### config.mk
export PLATFORM = sky130hd
export DESIGN_NAME = ladybird_rr_bus_arbiter
export DESIGN_NICKNAME = d
export VERILOG_FILES = /design/src/rtl/ladybird_rr_bus_arbiter.sv
export SDC_FILE = /design/constraint.sdc
export NUM_CORES = 1
export LEC_CHECK = 0
export BUFFER_PORTS_ARGS = -buffer_cell sky130_fd_sc_hd__buf_2
export CAP_MARGIN = 20
export CORE_AREA = 5 5 107 109
export DETAILED_ROUTE_END_ITERATION = 7
export DIE_AREA = 0 0 112 114
export GPL_TIMING_DRIVEN = 0
export PLACE_DENSITY = 0.62
export SYNTH_ARGS = -nofsm -noshare
export SYNTH_HDL_FRONTEND = slang
export SYNTH_SLANG_ARGS = --single-unit
### constraint.sdc
create_clock -name clk -period 2.32 [get_ports clk]
set_input_delay 0.348 -clock clk [delete_from_list [all_inputs] [get_ports clk]]
set_output_delay 0.348 -clock clk [all_outputs]
set_load 0.02 [all_outputs]
### src/rtl/ladybird_rr_bus_arbiter.sv
// ladybird_rr_bus_arbiter
// Shares one slave port among N_INPUT requesters. A round-robin pointer sets
// priority. Selection is combinational, so a grant shows up in the same cycle
// as the request. Each accepted read puts the winner's index into an owner
// FIFO. The FIFO sends every in-order read response back to the requester that
// issued that read.
//
// Ports
//   clk, anrst      clock, asynchronous active-low reset
//   in_req/in_gnt   per-requester request / grant (grant follows out_gnt)
//   in_addr/in_wstrb/in_wdata  packed per-requester payloads, slice i = requester i
//   in_rdata        read data broadcast to all requesters (passthrough)
//   in_data_gnt     per-requester read-response strobe
//   out_req/out_gnt slave-side handshake
//   out_addr/out_wstrb/out_wdata  winner's payload (zero when idle)
//   out_rdata/out_data_gnt        slave read response
//   err             sticky: a response arrived with no read outstanding
module ladybird_rr_bus_arbiter #(
   parameter int unsigned N_INPUT         = 2,
   parameter int unsigned DATA_W          = 32,
   parameter int unsigned ADDR_W          = 32,
   parameter int unsigned MAX_OUTSTANDING = 4
) (
   input  logic                          clk,
   input  logic                          anrst,
   input  logic [N_INPUT-1:0]            in_req,
   output logic [N_INPUT-1:0]            in_gnt,
   input  logic [N_INPUT*ADDR_W-1:0]     in_addr,
   input  logic [N_INPUT*(DATA_W/8)-1:0] in_wstrb,
   input  logic [N_INPUT*DATA_W-1:0]     in_wdata,
   output logic [DATA_W-1:0]             in_rdata,
   output logic [N_INPUT-1:0]            in_data_gnt,
   output logic                          out_req,
   input  logic                          out_gnt,
   output logic [ADDR_W-1:0]             out_addr,
   output logic [DATA_W/8-1:0]           out_wstrb,
   output logic [DATA_W-1:0]             out_wdata,
   input  logic [DATA_W-1:0]             out_rdata,
   input  logic                          out_data_gnt,
   output logic                          err
);

   localparam int unsigned STRB_W  = DATA_W / 8;
   localparam int unsigned IDX_W   = $clog2(N_INPUT);
   localparam int unsigned FIFO_AW = (MAX_OUTSTANDING > 1) ? $clog2(MAX_OUTSTANDING) : 1;
   localparam int unsigned CNT_W   = $clog2(MAX_OUTSTANDING + 1);

   logic [IDX_W-1:0]   ptr_q;
   logic [IDX_W-1:0]   winner;
   logic               winner_read;
   logic [N_INPUT-1:0] is_read;
   logic [N_INPUT-1:0] eligible;
   logic               found_hi;
   logic               found_lo;
   logic               accept;
   logic               push;
   logic               pop;

   logic [IDX_W-1:0]   owner_mem [MAX_OUTSTANDING];
   logic [FIFO_AW-1:0] head_q;
   logic [FIFO_AW-1:0] tail_q;
   logic [CNT_W-1:0]   count_q;
   logic               fifo_full;
   logic               fifo_empty;
   logic [IDX_W-1:0]   head_owner;

   // The full test uses the registered count only. A pop in the same cycle
   // does not free a slot until the next cycle.
   assign fifo_full  = (count_q == CNT_W'(MAX_OUTSTANDING));
   assign fifo_empty = (count_q == '0);
   assign head_owner = owner_mem[head_q];

   // Decode each requester as read or write. Block reads while the FIFO is full.
   always_comb begin
      is_read  = '0;
      eligible = '0;
      for (int i = 0; i < int'(N_INPUT); i++) begin
         is_read[i]  = (in_wstrb[i*STRB_W +: STRB_W] == '0);
         eligible[i] = in_req[i] & ~(is_read[i] & fifo_full);
      end
   end

   // Pick the first eligible index at or above ptr. If none, wrap to the lowest eligible index.
   always_comb begin
      winner   = '0;
      found_hi = 1'b0;
      found_lo = 1'b0;
      for (int i = 0; i < int'(N_INPUT); i++) begin
         if (!found_hi && eligible[i] && (IDX_W'(i) >= ptr_q)) begin
            winner   = IDX_W'(i);
            found_hi = 1'b1;
         end
      end
      for (int i = 0; i < int'(N_INPUT); i++) begin
         if (!found_hi && !found_lo && eligible[i]) begin
            winner   = IDX_W'(i);
            found_lo = 1'b1;
         end
      end
   end

   assign out_req = |eligible;
   assign accept  = out_req & out_gnt;
   assign push    = accept & winner_read;
   assign pop     = out_data_gnt & ~fifo_empty;

   // Forward the winner's payload and route out_gnt back to the winner only.
   always_comb begin
      out_addr    = '0;
      out_wstrb   = '0;
      out_wdata   = '0;
      in_gnt      = '0;
      winner_read = 1'b0;
      for (int i = 0; i < int'(N_INPUT); i++) begin
         if (out_req && (winner == IDX_W'(i))) begin
            out_addr    = in_addr[i*ADDR_W +: ADDR_W];
            out_wstrb   = in_wstrb[i*STRB_W +: STRB_W];
            out_wdata   = in_wdata[i*DATA_W +: DATA_W];
            in_gnt[i]   = out_gnt;
            winner_read = is_read[i];
         end
      end
   end

   // Send the response strobe to the owner at the FIFO head. Read data is passed through unchanged.
   always_comb begin
      in_data_gnt = '0;
      for (int i = 0; i < int'(N_INPUT); i++) begin
         in_data_gnt[i] = pop && (head_owner == IDX_W'(i));
      end
   end

   assign in_rdata = out_rdata;

   // Round-robin pointer. It moves past the winner only when a transfer is accepted.
   always_ff @(posedge clk or negedge anrst) begin
      if (!anrst) begin
         ptr_q <= '0;
      end else if (accept) begin
         ptr_q <= (winner == IDX_W'(N_INPUT - 1)) ? '0 : winner + IDX_W'(1);
      end
   end

   // Owner FIFO storage. Entries are only read when count says they are valid.
   always_ff @(posedge clk) begin
      if (push) begin
         owner_mem[tail_q] <= winner;
      end
   end

   // Owner FIFO pointers and occupancy count.
   always_ff @(posedge clk or negedge anrst) begin
      if (!anrst) begin
         head_q  <= '0;
         tail_q  <= '0;
         count_q <= '0;
      end else begin
         if (push) begin
            tail_q <= (tail_q == FIFO_AW'(MAX_OUTSTANDING - 1)) ? '0 : tail_q + FIFO_AW'(1);
         end
         if (pop) begin
            head_q <= (head_q == FIFO_AW'(MAX_OUTSTANDING - 1)) ? '0 : head_q + FIFO_AW'(1);
         end
         case ({push, pop})
            2'b10:   count_q <= count_q + CNT_W'(1);
            2'b01:   count_q <= count_q - CNT_W'(1);
            default: count_q <= count_q;
         endcase
      end
   end

   // Sticky flag for a response that arrives with no read outstanding.
   always_ff @(posedge clk or negedge anrst) begin
      if (!anrst) begin
         err <= 1'b0;
      end else if (out_data_gnt && fifo_empty) begin
         err <= 1'b1;
      end
   end

endmodule

# Word level (Yosys, flattened, before mapping)
# Memory sizes are Yosys's and may differ from the RTL's.
# Cells that the tools add are included.
[totals]
reg_bits = 9
ramBits = 4
in_bits = 174
out_inout_bits = 106
word_cells = 71
mem_count = 1
[op_classes]
n_addsub = 5
n_lt_le_gt_ge = 2
eq_ne = 5
mux = 22
bitwise = 12
n_reduce_logical = 19
[memory_table]
columns = ["name", "words", "word_bits", "read_ports", "rd_clocked_by_memory_dff", "wr", "line", "source"]
rows = [
  ["owner_mem", 4, 1, 1, 0, 1, "59", "logic [IDX_W-1:0] owner_mem [MAX_OUTSTANDING];"],
]
[ops]
columns = ["cell", "count"]
rows = [
  ["2-to-1 mux 32 bit", 4],
  ["2-to-1 mux 1 bit", 13],
  ["logical AND 1 bit", 11],
  ["zero test 4 bit", 2],
  ["2-to-1 mux 4 bit", 2],
  ["AND 1 bit", 7],
  ["== test 2 bit, second input constant", 3],
  ["case mux 3 bit (2 select lines)", 1],
  ["inverter 1 bit", 5],
  ["adder 2 x 1 -> 2 bit, second input constant", 2],
  ["2-to-1 mux 2 bit", 2],
  ["adder 3 x 1 -> 3 bit, second input constant", 1],
  ["== test 3 bit, second input constant", 1],
  ["zero test 1 bit", 3],
  ["zero test 3 bit", 1],
  ["subtractor 3 x 1 -> 3 bit, second input constant", 1],
  ["== test 2 x 1 -> 1 bit, second input constant", 1],
  [">= comparator 1 bit, first input constant", 2],
  ["nonzero test 2 bit", 1],
  ["OR reduction 2 bit", 1],
  ["adder 1 bit, second input constant", 1],
]

# Longest topological paths before layout
# Gate-level depths: netlist of run 1.
[logic_depth]
depth_word = 24
mapped_depth = 10
mapped_depth_nobuf = 10

# Least setup slack after synthesis of run 1
# No wires, ideal clock.
[synth_path]
path_type = "input to register"
startpoint = "input in_wstrb[4]"
endpoint = "register count_q[2]"
setup_time_ns = 0.125
arrival_time_ns = 1.922
required_ns = 2.195
path_slack_ns = 0.273
cell_stages = 10
n_path_buf = 0
path_cell_list = "nor4_4 > a32oi_1 > nor3b_2 > inv_1 > ha_1 > inv_1 > fa_1 > xor2_1 > nor2_1 > xor2_1"
[synth_via]
elab_chain_len = 21
elab_cells_between_ends = 28
cone_classes = "2 x eq/ne; 8 x mux; 6 x bitwise; 12 x reduce/logical"
[synth_rtl]
columns = ["element", "line", "source"]
rows = [
  ["start, declared", "29", "input logic [N_INPUT*(DATA_W/8)-1:0] in_wstrb,"],
  ["zero test 4 bit *", "78", "is_read[i] = (in_wstrb[i*STRB_W +: STRB_W] == '0);"],
  ["AND 1 bit", "79", "eligible[i] = in_req[i] & ~(is_read[i] & fifo_full);"],
  ["inverter 1 bit", "79", ""],
  ["AND 1 bit", "79", ""],
  ["logical AND 1 bit (2 in a row)", "89", "if (!found_hi && eligible[i] && (IDX_W'(i) >= ptr_q)) begin"],
  ["2-to-1 mux 1 bit", "89", ""],
  ["zero test 1 bit", "95", "if (!found_hi && !found_lo && eligible[i]) begin"],
  ["logical AND 1 bit", "95", ""],
  ["(+2 left out)", "--", ""],
  ["logical AND 1 bit (2 in a row)", "95", ""],
  ["2-to-1 mux 1 bit", "95", ""],
  ["inverter 1 bit", "115", "if (out_req && (winner == IDX_W'(i))) begin"],
  ["logical AND 1 bit", "115", ""],
  ["2-to-1 mux 1 bit (2 in a row)", "115", ""],
  ["AND 1 bit *", "104", "assign push = accept & winner_read;"],
  ["== test 2 x 1 -> 1 bit or == test 2 bit (tied branches)", "164", "case ({push, pop})"],
  ["case mux 3 bit (2 select lines) or nonzero test 2 bit (tied branches)", "--", ""],
  ["end signal, assigned", "165", "2'b10: count_q <= count_q + CNT_W'(1);"],
  ["end signal, assigned", "166", "2'b01: count_q <= count_q - CNT_W'(1);"],
  ["end signal, assigned", "167", "default: count_q <= count_q;"],
  ["end, declared", "62", "logic [CNT_W-1:0] count_q;"],
]
# Mark *: on every way between the ends. The rest lies on a longest branch, timed or not.
# A chain may end at the register's enable or synchronous reset.

# Final worst setup path of run 1
[layout_path]
startpoint = "register count_q[1]"
endpoint = "output out_wdata[20]"
[layout_via]
elab_chain_len = 21
elab_cells_between_ends = 28
cone_classes = "1 x eq/ne; 8 x mux; 7 x bitwise; 12 x reduce/logical"
[layout_rtl]
columns = ["element", "line", "source"]
rows = [
  ["== test 3 bit *", "69", "assign fifo_full = (count_q == CNT_W'(MAX_OUTSTANDING));"],
  ["AND 1 bit", "79", ""],
  ["inverter 1 bit", "79", ""],
  ["AND 1 bit", "79", ""],
  ["logical AND 1 bit", "89", ""],
  ["2-to-1 mux 1 bit", "89", ""],
  ["zero test 1 bit", "89", ""],
  ["logical AND 1 bit (2 in a row)", "89", ""],
  ["(+3 left out)", "--", ""],
  ["2-to-1 mux 1 bit", "95", ""],
  ["zero test 1 bit", "95", ""],
  ["logical AND 1 bit (2 in a row)", "95", ""],
  ["2-to-1 mux 1 bit", "95", ""],
  ["inverter 1 bit", "115", ""],
  ["logical AND 1 bit", "115", ""],
  ["2-to-1 mux 32 bit", "115", ""],
  ["2-to-1 mux 32 bit *", "115", ""],
  ["end, declared", "37", "output logic [DATA_W-1:0] out_wdata,"],
]
# Marked as above.

==> impl_metrics.csv, run 1 <==
group,metric,value,unit
outcome,run_status,"finished clean",
grt,grt_start_max_net_pins,14,
timing,finalHoldViolCount,0,
finish,instances_no_fill,586,
yosys,netlist_area,1715,sq um
power,p_leak,2.068,nW
drt,drtIter0Drc,25,
run,maxCapViolations,0,
setup_path,critPathKind,"flop to output port",
cts,ctsRootBufferMaster,"clkbuf_8",
die,core,10510,sq um
placement,dpl.cell_count,568,
cts,insertion_delay,0.24,ns
yosys,synth_top_cell_area_share,0.3523,
die,fp.dieH,114,um
placement,place.gp.congestion,0.7872,
timing,period_needed,2.302,ns
timing,skew,0.003899,ns
yosys,ys_top_cells_by_count,"a22o_1 (69), buf_4 (33), buf_2 (12)",
setup_path,crit_top_cell,"buf_6",
yosys,synth_compound_area_frac,0.3946,
timing,holdWs,0.3229,ns
die,start_util,0.1633,
grt,grt_first_pass_wirelength,11960,um
yosys,yosys_warnings,0,
timing,fin_crit_sh,0.9921,
yosys,synth_top_family_by_area,"compound AO/OA/AOI/OAI gates",
placement,place_worst_setup_slack,-0.2518,ns
yosys,ys_async_sr_fraction,0.6923,
die,io_pins,280,
setup_path,path_delay_family,"buffers and inverters",
yosys,synth.ff_latch_count,13,
cts,cts.sinks,13,
yosys,ys_types,33,
cts,cts_tree,"done",
finish,drive_gt1_frac,0.7220,
drt,antenna_left,0,
setup_path,max_stage_delay,0.42,ns
yosys,synth_xor_xnor_area_share,0.01532,
setup_path,startpoint_type,"flop",
finish,fin_util,0.3564,
drt,vias,2504,
drt,wire_per_inst,14.64,um
yosys,synth_cells,181,
cts,cts_buffer_depth,2,
setup_path,cp.required,1.97,ns
setup_path,crit_buf_inv,4,
cts,htreeDepth,1,
setup_path,cp_slowest_cell,"dfrtp_1",
yosys,synth_edf_count,4,
power,ir_worst_vdd,0.2673,mV
yosys,synth_seq_area_share,0.2013,
setup_path,crit_path_max_fanout,10,
power,power.density,562.3,nW/um^2
worst_hold_path,hold_class,"input pin to flop",
grt,antenna_found_initial,0,
die,die_width,112,um
yosys,synthMuxAreaShare,0.03866,
timing,tightest_slew,0.3382,ns
drt,drc,0,
setup_path,cp-end-kind,"output port",
placement,io_buffers,247,
yosys,synth_ff_type,"dfrtp_1",
power,power,2.106,mW
timing,finalMaxSlewViolations,0,
cts,clk_pin_slew_worst_paths,0.06,ns
yosys,syn_avg_cell_area,9.477,sq um
drt,vias_per_cell,4.273,
yosys,synth_most_common_cell,"a22o_1",
timing,setup_violations,0,
placement,place_area,3127,sq um
timing,layout_setup_ws,0.01829,ns
timing,rsz0062_at_grt,"yes",
die,die_area,12770,sq um
timing,max_freq,434.5,MHz
setup_path,cp.arrival,1.95,ns
grt,grt_pass1_vias,2464,
timing,tns,0,ns
finish,design_area,3745,sq um
cts,cts_buffers,3,
grt,track_usage,0.1128,
yosys,synth.area.top_cells,"a22o_1 (35%), buf_4 (14%), dfrtp_1 (13%), edfxtp_1 (7.0%), ha_1 (4.4%)",
drt,wl,8580,um
grt,overflow,0,
finish,final_nets,628,
setup_path,crit_chain,"nor3b_4 > buf_6 > a21bo_2 > nor2_2 > buf_6 > buf_8 > a22o_1 > buf_6",
timing,max_slew_margin,0.7728,
yosys,yosys.area.top_type,"a22o_1",
drt,firstDrtPassIters,4,
finish,diodes,0,
yosys,syn_nets,362,
die,row_count,38,
placement,dp_hpwl,7273,um
finish,areaGrowthSynthToFinish,118.3,%
yosys,synthAdderAreaFrac,0.05543,
yosys,synth-simple-area-share,0.09117,
-- sequential cells by signal, summed over array words and instances (netlist names) --
signal,cells
owner_mem,4
count_q,3
head_q,2
tail_q,2
err,1
ptr_q,1
-- metal layers --
layer | global-route usage | vias up | wire length, um
li1 | - | 1198 | -
met1 | 0.1254 | 1158 | 2875
met2 | 0.2154 | 140 | 4804
met3 | 0.03130 | 8 | 788
met4 | 0.02163 | 0 | 112
met5 | 0 | - | 0
-- area by class of cell --
cell class                 instances  area (sq um)
inverter                           8         30.03
clock buffer                       4         45.04
multi-input combinational        114          1055
buffer                            46         401.6
sequential                        13         346.6
tap                              140         175.2
timing repair buffer             261          1692
fill                            1095          6763
-- cell usage in the layout (no fill, tap or decap), types with 3 or more instances in the layout --
cell / netlist / layout
a22o_1: 69 / 68
ha_1: 6 / 6
buf_6: 1 / 57
buf_4: 33 / 52
buf_2: 12 / 191
a21o_1: 3 / 3
nor2_1: 3 / 3
edfxtp_1: 4 / 4
inv_1: 8 / 8
clkbuf_8: 0 / 3
buf_8: 0 / 5
dfrtp_1: 9 / 8
and2_1: 6 / 6
-- kinds of logic (layout without fill, tap and decap cells) --
kind of cell | count (synthesis) | in the layout
AOI/OAI and AO/OA | 78 | 78
buffers and inverters | 54 | 319
and+or+nand+nor | 21 | 21
DFF | 13 | 13
adders and majority gates | 7 | 7
muxes | 5 | 5
xor gates and xnor gates | 3 | 3
-- what timing repair did --
item                                   4_1_cts  5_1_grt
gates resized for setup                     33      110
setup buffers                                8        5
hold buffers                                 1        0
pin swaps                                    6       26
setup endpoints to repair                   70       71
endpoints found under the hold margin        9        0
-- power by group --
group          total [mW]  internal [mW]  switching, mW
Combinational        1.51          0.782          0.727
Sequential          0.395          0.318         0.0763
Clock               0.203          0.121         0.0813
Total                2.11           1.22          0.884
-- final timing paths --
| check | startpoint | endpoint | slack, ns | depth (start not counted) |
|---|---|---|---|---|
| hold / removal | out_data_gnt | err$_DFFE_PN0P_ | 0.32 | 2 |
| setup reg to reg | count_q[1]$_DFFE_PN0P_ | count_q[2]$_DFFE_PN0P_ | 0.16 | 11 |
| max in group asynchronous | anrst | count_q[0]$_DFFE_PN0P_ | 1.64 | 2 |
| setup / recovery | count_q[1]$_DFFE_PN0P_ | out_wdata[20] | 0.02 | 8 |
| hold reg to reg | err$_DFFE_PN0P_ | err$_DFFE_PN0P_ | 0.45 | 1 |
| min in group asynchronous | anrst | err$_DFFE_PN0P_ | 0.48 | 2 |
(Power assumes the default switching activity.)
==> run 2: changes to the inputs <==
Settings changed: CORE_AREA 5 5 107 109 to 5 5 106 108, DIE_AREA 0 0 112 114 to 0 0 111 113, PLACE_DENSITY 0.62 to 0.64, SLEW_MARGIN from default to 20.
Clock period 2.32 ns to 2.1 ns, I/O delays scaled along.
==> impl_metrics.csv, run 2 (synthesis gave the netlist of run 1 again) <==
group,metric,value,unit
run,maxCapViolations,0,
timing,max_slew_margin,0.8002,
drt,vias,2522,
die,fp.dieH,113,um
finish,top_register,"owner_mem",
drt,wire_per_inst,15.62,um
grt,track_usage,0.1272,
die,die_width,111,um
setup_path,ff2ff_setup_slack,-0.02,ns
die,row_count,37,
finish,diodes,0,
setup_path,r2r_end,"count_q[2]$_DFFE_PN0P_",
setup_path,worstRegToRegCells,11,
cts,ctsRootBufferMaster,"clkbuf_8",
setup_path,critPathKind,"flop to output port",
outcome,violations,"setup timing",
setup_path,reg2reg_from,"count_q[1]$_DFFE_PN0P_",
setup_path,cp.arrival,1.97,ns
finish,layout_commonest_cell,"buf_2",
timing,period_needed,2.281,ns
setup_path,endpoint,"out_addr[31]",
cts,cts_buffers,3,
setup_path,cp.required,1.78,ns
drt,drc,0,
power,power.density,617.1,nW/um^2
placement,place.gp.congestion,0.8749,
finish,largest_reg_flops,4,
placement,dp_hpwl,7407,um
setup_path,crit_chain,"nor3b_4 > buf_6 > a21bo_4 > nor2_4 > buf_8 > buf_8 > a22o_1 > buf_6",
die,start_util,0.1692,
placement,io_buffers,247,
timing,max_freq,438.4,MHz
grt,grt_start_max_net_pins,14,
worst_hold_path,hold_class,"input pin to flop",
setup_path,cp_slowest_cell,"dfrtp_1",
finish,mostFrequentLayoutCells,"buf_2 (179), buf_6 (78), a22o_1 (69)",
finish,areaGrowthSynthToFinish,137.6,%
drt,drtIter0Drc,66,
die,core,10140,sq um
setup_path,cp-end-kind,"output port",
timing,finalHoldViolCount,0,
die,io_pins,280,
finish,design_area,4076,sq um
timing,tightest_slew,0.2975,ns
power,ir_worst_vdd,0.5133,mV
grt,grt_first_pass_wirelength,13280,um
cts,clk_pin_slew_worst_paths,0.06,ns
timing,fin_crit_sh,1.086,
drt,vias_per_cell,4.260,
cts,cts_tree,"done",
drt,antenna_left,0,
placement,place_area,3122,sq um
finish,fillers,1026,
timing,finalMaxSlewViolations,0,
finish,final_nets,638,
cts,htreeDepth,1,
grt,overflow,0,
drt,firstDrtPassIters,4,
finish,reg_top3,"owner_mem (4), count_q (3)",
power,p_leak,2.196,nW
timing,skew,0.0003957,ns
timing,setup_violations,71,
grt,antenna_found_initial,0,
outcome,run_status,"finished with violations",
timing,rsz0062_at_grt,"yes",
cts,insertion_delay,0.24,ns
die,die_area,12540,sq um
setup_path,crit_path_max_fanout,10,
drt,wl,9245,um
cts,cts.sinks,13,
grt,grt_pass1_vias,2685,
finish,drive_gt1_frac,0.7434,
timing,layout_setup_ws,-0.1809,ns
cts,cts_buffer_depth,2,
setup_path,crit_path_start,"count_q[1]$_DFFE_PN0P_",
setup_path,startpoint_type,"flop",
placement,place_worst_setup_slack,-0.5561,ns
setup_path,max_stage_delay,0.43,ns
## run 2: routing by layer
layer / track usage / share of wire / routed length (um)
met4: 0.009031 / 0.0083 / 77
met5: 0 / 0 / 0
met3: 0.03743 / 0.082 / 758
met2: 0.2609 / 0.57 / 5289
met1: 0.1316 / 0.34 / 3119
## run 2: cell type report
cell class / instances / area (sq um) / share of cell area
multi-input cells: 114 / 1082 / 0.2655
clock inverters: 1 / 5.005 / 0.001228
plain buffers: 46 / 425.4 / 0.1044
repair buffers: 271 / 1974 / 0.4843
flip-flops and latches: 13 / 347.8 / 0.08533
clock buffers: 3 / 41.29 / 0.01013
well taps: 136 / 170.2 / 0.04174
inverters: 8 / 30.03 / 0.007366
## run 2: how the worst min path moves through the flow
stage / startpoint / to / depth (start not counted)
3_3_place_gp: anrst / err$_DFFE_PN0P_ / 1
3_5_place_dp: anrst / head_q[0]$_DFFE_PN0P_ / 1
2_1_floorplan: anrst / count_q[0]$_DFFE_PN0P_ / 0
5_1_grt: out_data_gnt / err$_DFFE_PN0P_ / 2
4_1_cts: out_data_gnt / err$_DFFE_PN0P_ / 2
6_report: out_data_gnt / err$_DFFE_PN0P_ / 2
## run 2: repair_timing
item / in CTS / in global routing
gates cloned: 2 / 3
hold endpoints to repair: 9 / 0
hold buffers: 1 / 0
setup endpoints to repair: 72 / 72
buffers inserted: 14 / 4
pin swaps: 58 / 23
gates resized for setup: 174 / 21
## run 2: critical path: cells and delay by family, from the launching register on
family	cells	cell delay, ns
buf+inv	4	0.59
flops	1	0.43
compound gates	2	0.37
simple gates	2	0.33
## run 2: where the power goes
part           internal [mW]  switching, mW  total (mW)  leakage, nW
clock                  0.131         0.0895       0.220       0.0255
combinational          0.995          0.854        1.85         2.03
sequential             0.352         0.0933       0.446        0.140
## run 2: per-stage QoR
step	TNS, ns	std cells	total power [mW]	utilization	hold slack (ns)
after floorplan	0	181	1.307	-	0.01941
after global placement	-34.50	564	1.752	0.3079	0.1723
after detailed placement	-36.53	564	1.797	0.3079	0.1778
after CTS	-9.418	585	2.449	0.3848	0.2935
after global routing	-16.27	592	2.693	0.4021	0.3388
final	-10.31	592	2.516	0.4021	0.3280
